File: src/rtl/fetch_pc_gen.sv
// Fetch-stage PC generator: issues in-order instruction fetches along the predicted path,
// buffers responses in a small queue and hands {pc, inst, predicted next pc} to decode.
// Optional simulation checks are compiled in when FETCH_CHECK_EN is defined.
module fetch_pc_gen #(
   parameter logic [31:0] RESET_VECTOR = 32'h0000_0000,
   parameter int          QUEUE_DEPTH  = 4,
   parameter int          QUEUE_AW     = 2
) (
   input  logic        clk,
   input  logic        rst_n,
   output logic [31:0] pred_pc,
   input  logic [31:0] pred_next_pc,
   output logic        imem_req_valid,
   input  logic        imem_req_ready,
   output logic [31:0] imem_req_addr,
   input  logic        imem_resp_valid,
   input  logic [31:0] imem_resp_inst,
   output logic        out_valid,
   input  logic        out_ready,
   output logic [31:0] out_pc,
   output logic [31:0] out_inst,
   output logic [31:0] out_pred_next_pc,
   input  logic        redirect_valid,
   input  logic [31:0] redirect_pc
);

   localparam logic [QUEUE_AW+1:0] DEPTH_W = (QUEUE_AW+2)'(QUEUE_DEPTH);

   logic [31:0]         pc_reg;
   logic                run_reg;
   logic [QUEUE_AW-1:0] head_reg;
   logic [QUEUE_AW-1:0] tail_reg;
   logic [QUEUE_AW:0]   count_reg;
   logic [QUEUE_AW:0]   data_cnt_reg;
   logic [QUEUE_AW:0]   drop_cnt_reg;

   logic                has_data_reg [QUEUE_DEPTH];
   logic [31:0]         ent_pc_mem   [QUEUE_DEPTH];
   logic [31:0]         ent_pred_mem [QUEUE_DEPTH];
   logic [31:0]         ent_inst_mem [QUEUE_DEPTH];

   logic [QUEUE_AW+1:0] occupancy;
   logic [QUEUE_AW:0]   pending;
   logic [QUEUE_AW-1:0] fill_idx;
   logic                accept;
   logic                consume;
   logic                resp_fill;
   logic                resp_drop;

   // Responses arrive in order, so entries holding data always form a prefix starting at head.
   always_comb begin
      occupancy = {1'b0, count_reg} + {1'b0, drop_cnt_reg};
      pending   = count_reg - data_cnt_reg;
      fill_idx  = head_reg + data_cnt_reg[QUEUE_AW-1:0];
      accept    = imem_req_valid && imem_req_ready;
      consume   = out_valid && out_ready;
      resp_drop = imem_resp_valid && (drop_cnt_reg != '0);
      resp_fill = imem_resp_valid && (drop_cnt_reg == '0) && !redirect_valid;
   end

   // run_reg keeps the request port quiet during reset without a combinational rst_n path.
   assign imem_req_valid   = run_reg && (occupancy < DEPTH_W);
   assign imem_req_addr    = pc_reg;
   assign pred_pc          = pc_reg;
   assign out_valid        = has_data_reg[head_reg];
   assign out_pc           = ent_pc_mem[head_reg];
   assign out_inst         = ent_inst_mem[head_reg];
   assign out_pred_next_pc = ent_pred_mem[head_reg];

   always_ff @(posedge clk or negedge rst_n) begin
      if (!rst_n) begin
         pc_reg       <= RESET_VECTOR;
         run_reg      <= 1'b0;
         head_reg     <= '0;
         tail_reg     <= '0;
         count_reg    <= '0;
         data_cnt_reg <= '0;
         drop_cnt_reg <= '0;
      end else begin
         run_reg <= 1'b1;
         if (redirect_valid) begin
            // Unfilled entries plus a request accepted now all have responses still to discard.
            pc_reg       <= redirect_pc;
            head_reg     <= tail_reg;
            count_reg    <= '0;
            data_cnt_reg <= '0;
            drop_cnt_reg <= drop_cnt_reg + pending + (QUEUE_AW+1)'(accept)
                            - (QUEUE_AW+1)'(imem_resp_valid);
         end else begin
            if (accept) begin
               pc_reg   <= pred_next_pc;
               tail_reg <= tail_reg + 1'b1;
            end
            if (consume)
               head_reg <= head_reg + 1'b1;
            count_reg    <= count_reg + (QUEUE_AW+1)'(accept) - (QUEUE_AW+1)'(consume);
            data_cnt_reg <= data_cnt_reg + (QUEUE_AW+1)'(resp_fill) - (QUEUE_AW+1)'(consume);
            drop_cnt_reg <= drop_cnt_reg - (QUEUE_AW+1)'(resp_drop);
         end
      end
   end

   genvar gi;
   generate
      for (gi = 0; gi < QUEUE_DEPTH; gi++) begin : g_entry
         always_ff @(posedge clk or negedge rst_n) begin
            if (!rst_n)
               has_data_reg[gi] <= 1'b0;
            else if (redirect_valid)
               has_data_reg[gi] <= 1'b0;
            else if (resp_fill && fill_idx == QUEUE_AW'(gi))
               has_data_reg[gi] <= 1'b1;
            else if ((consume && head_reg == QUEUE_AW'(gi)) ||
                     (accept && tail_reg == QUEUE_AW'(gi)))
               has_data_reg[gi] <= 1'b0;
         end
      end
   endgenerate

   always_ff @(posedge clk) begin
      if (accept && !redirect_valid) begin
         ent_pc_mem[tail_reg]   <= pc_reg;
         ent_pred_mem[tail_reg] <= pred_next_pc;
      end
      if (resp_fill)
         ent_inst_mem[fill_idx] <= imem_resp_inst;
   end

`ifdef FETCH_CHECK_EN
   logic [31:0] prev_addr_reg;
   logic        prev_stall_reg;

   always @(posedge clk) begin
      prev_addr_reg  <= imem_req_addr;
      prev_stall_reg <= rst_n && imem_req_valid && !imem_req_ready && !redirect_valid;
      if (rst_n) begin
         if (imem_resp_valid && ({1'b0, pending} + {1'b0, drop_cnt_reg}) == '0)
            $error("fetch_pc_gen: response with nothing outstanding, pc=%h", pc_reg);
         if (prev_stall_reg && (!imem_req_valid || imem_req_addr != prev_addr_reg))
            $error("fetch_pc_gen: request changed while stalled, pc=%h", pc_reg);
         if (occupancy > DEPTH_W)
            $error("fetch_pc_gen: queue overcommitted, pc=%h", pc_reg);
         if (redirect_valid && redirect_pc[1:0] != 2'b00)
            $error("fetch_pc_gen: misaligned redirect, pc=%h", pc_reg);
      end
   end
`else
   // Checks compiled out; datapath is identical either way.
`endif

endmodule

File: config.mk
export PLATFORM = sky130hd
export DESIGN_NAME = fetch_pc_gen
export DESIGN_NICKNAME = d
export VERILOG_FILES = /design/src/rtl/fetch_pc_gen.sv
export SDC_FILE = /design/constraint.sdc
export NUM_CORES = 1
export LEC_CHECK = 0
export CORE_ASPECT_RATIO = 0.5
export CORE_MARGIN = 2
export CORE_UTILIZATION = 38
export DETAILED_ROUTE_END_ITERATION = 16
export DONT_BUFFER_PORTS = 1
export SYNTH_ARGS = -nofsm -noshare
export SYNTH_HDL_FRONTEND = slang
export SYNTH_SLANG_ARGS = --single-unit
export TNS_END_PERCENT = 20
File: constraint.sdc
create_clock -name clk -period 8.1 [get_ports clk]
set_input_delay 1.62 -clock clk [delete_from_list [all_inputs] [get_ports clk]]
set_output_delay 1.62 -clock clk [all_outputs]
set_load 0.1 [all_outputs]
==> reports/metrics.yaml <==
yosys:
  synthFlopType: "edfxtp_1"
  netlist_instances: 805
  ys_types: 37
  ys_ff_latch: 434
  synth_edf_count: 384
  synthArstFlopShare_pct: 11.52
  syn-cell-area_um2: 16830
  syn_nets: 931
  synth_warnings: 0
  ys_seq_area_share_pct: 75.94
  avgSynthCellArea_um2: 20.91
grt:
  grt_overflow: 0
  antenna_found_initial: 0
  grt_pass1_wl_um: 51430
  grt_pass1_vias: 7825
  grt_max_degree: 65
  grt_use_total_pct: 15.03
floorplan:
  num_rows: 54
  io_pins: 264
  die-width_um: 301.6
  core-area_um2: 43650
  die_area_um2: 46100
  floorplan.initialDensity_pct: 38.56
  die_y_um: 152.8
setup_path:
  crit_required_ns: 6.48
  cp.arrival_ns: 3.11
  reg2reg_setup_slack_ns: 3.99
  r2r_start: "count_reg[1]"
  r2r_end: "drop_cnt_reg[2]"
  crit_fanout: 58
  worst_setup_path_start_kind: "register"
  cp-end-kind: "output port"
  reg2reg_depth: 10
  critical_path_class: "register to output port"
cts:
  cts_root_buffer: "clkbuf_16"
  cts_buffer_depth: 3
  cts_tree: "done"
  ctsHoldBuffers: 0
  clock_latency_ns: 0.54
  post_cts_buffers: 0
  clock_sinks: 434
  clk_pin_slew_worst_paths_ns: 0.06
  cts_buffers: 41
  htreeDepth: 2
  post_cts_resized: 0
layout:
  nFillCells: 3752
  utilization_pct: 42.70
  area_growth_pct: 10.72
  reg_top3: "ent_inst_mem x128, ent_pc_mem x128, ent_pred_mem x128"
  antenna_cells: 0
  layout-drive-gt1-share_pct: 27.14
  nNetsFinal: 913
worst_hold_path:
  hold_path.class: "register to register"
  min_to: "drop_cnt_reg[2]"
  holdCritStartpoint: "drop_cnt_reg[2]"
  min_path_cells: 1
place:
  io_buffer_count: 0
  dp_hpwl_um: 19970
  globalplace.congestion: 0.7292
  pre_cts_ws_ns: 3.396
timing:
  period_share_pct: 58.34
  whs_ns: 0.5162
  clock-skew-final_ns: 0.02556
  period_minus_slack_ns: 4.726
  maxSlewViolCount: 0
  tightest_slew_ns: 1.103
  setup_viol: 0
  hold_viol: 0
  tns_ns: 0
  maxSlewHeadroom_pct: 26.47
  worst_slack_ns: 3.374
  fmax_ghz: 0.2116
  rsz0062_at_grt: "no"
flow_run:
  maxCapViolCount: 0
route:
  drc: 0
  firstDrtPassIters: 5
  dr_total_vias: 7385
  routedWlPerCell_um: 24.65
  ant_nets: 0
  drt-total-wl_um: 34660
  drt_iter0_markers: 579
  vias_per_cell: 5.252
run_status:
  status: "finished clean"
synthesized netlist by cell type, drive strengths merged (2+ instances only):
master	n	area share, %
edfxtp	384	69
mux4	96	13
buf	58	2.3
dfrtp	50	7.4
nand2	43	0.96
a21oi	34	1.0
a2bb2oi	31	1.6
inv	18	0.40
ha	17	1.3
clkbuf	12	0.27
xnor2	9	0.47
nor2	8	0.18
fa	7	0.83
and3	6	0.22
a41o	4	0.24
mux2i	4	0.24
nand3	3	0.16
mux2	2	0.13
nor2b	2	0.074
nor3	2	0.059
nor3b	2	0.089
o21ai	2	0.059
o22ai	2	0.16
xor2	2	0.10
cell type report:
class,count,area (µm²),share of cell area (%)
clock buffer,54,1175,6.304
clock inverter,20,180.2,0.9668
inverter,19,72.57,0.3894
multi-input combinational,282,3576,19.19
sequential,434,12830,68.84
tap,588,735.7,3.948
timing repair buffer,9,67.56,0.3625
how the worst max path moves through the flow:
stage                              start                   end  slack (ns)  depth (start not counted)
after floorplan           redirect_valid    ent_inst_mem[0][0]        3.06                          5
after global placement    imem_req_ready       drop_cnt_reg[2]        3.47                          8
after detailed placement  imem_req_ready       drop_cnt_reg[2]        3.40                          8
after CTS                    head_reg[1]  out_pred_next_pc[19]        3.25                          2
after global routing         head_reg[0]  out_pred_next_pc[19]        3.15                          2
final                        head_reg[1]  out_pred_next_pc[27]        3.37                          2
critical path: stages (launching register included):
cell and delay, ns:
dfrtp_4 0.87, buf_4 0.81, mux4_2 0.78
through the flow:
step | cells | area [µm²]
after CTS | 1406 | 18640
after floorplan | 805 | 16830
after global placement | 1332 | 17280
after detailed placement | 1332 | 17280
after global routing | 1406 | 18640
final | 1406 | 18640
cell usage in the layout (no fill, tap or decap), types with 3 or more instances in the layout:
cell	netlist	final
mux4_2	96	96
dfrtp_2	0	32
nand2_1	43	43
clkinv_1	0	4
clkbuf_1	12	3
and3_4	0	3
nor2_1	8	8
fa_1	7	7
buf_4	38	9
mux2i_1	4	3
clkbuf_16	0	41
clkbuf_8	0	10
ha_1	17	17
a21oi_1	34	34
edfxtp_1	384	384
inv_6	0	3
a41o_1	4	4
xnor2_1	9	9
a2bb2oi_1	31	31
dfrtp_1	50	16
clkinv_2	1	8
inv_1	17	17
layer usage:
metal | track usage [%] | part of all wire, %
met1 | 17.82 | 38
met2 | 27.25 | 55
met3 | 3.355 | 4.9
met4 | 4.620 | 2.4
met5 | 0 | 0
cells by family after synthesis:
kind of cell    count (synthesis)  share of synthesized area [%]
simple gates                   69                          1.962
mux                           102                          13.22
other cells                     1                        0.02228
flops                         434                          75.94
fa+ha+maj                      24                          2.096
xor+xnor                       11                         0.5724
buf+inv                        89                          3.033
compound gates                 75                          3.159
Power is left out: the tool's default activity adds up to more than one toggle a clock period on the data nets, which glitch-free logic cannot reach.
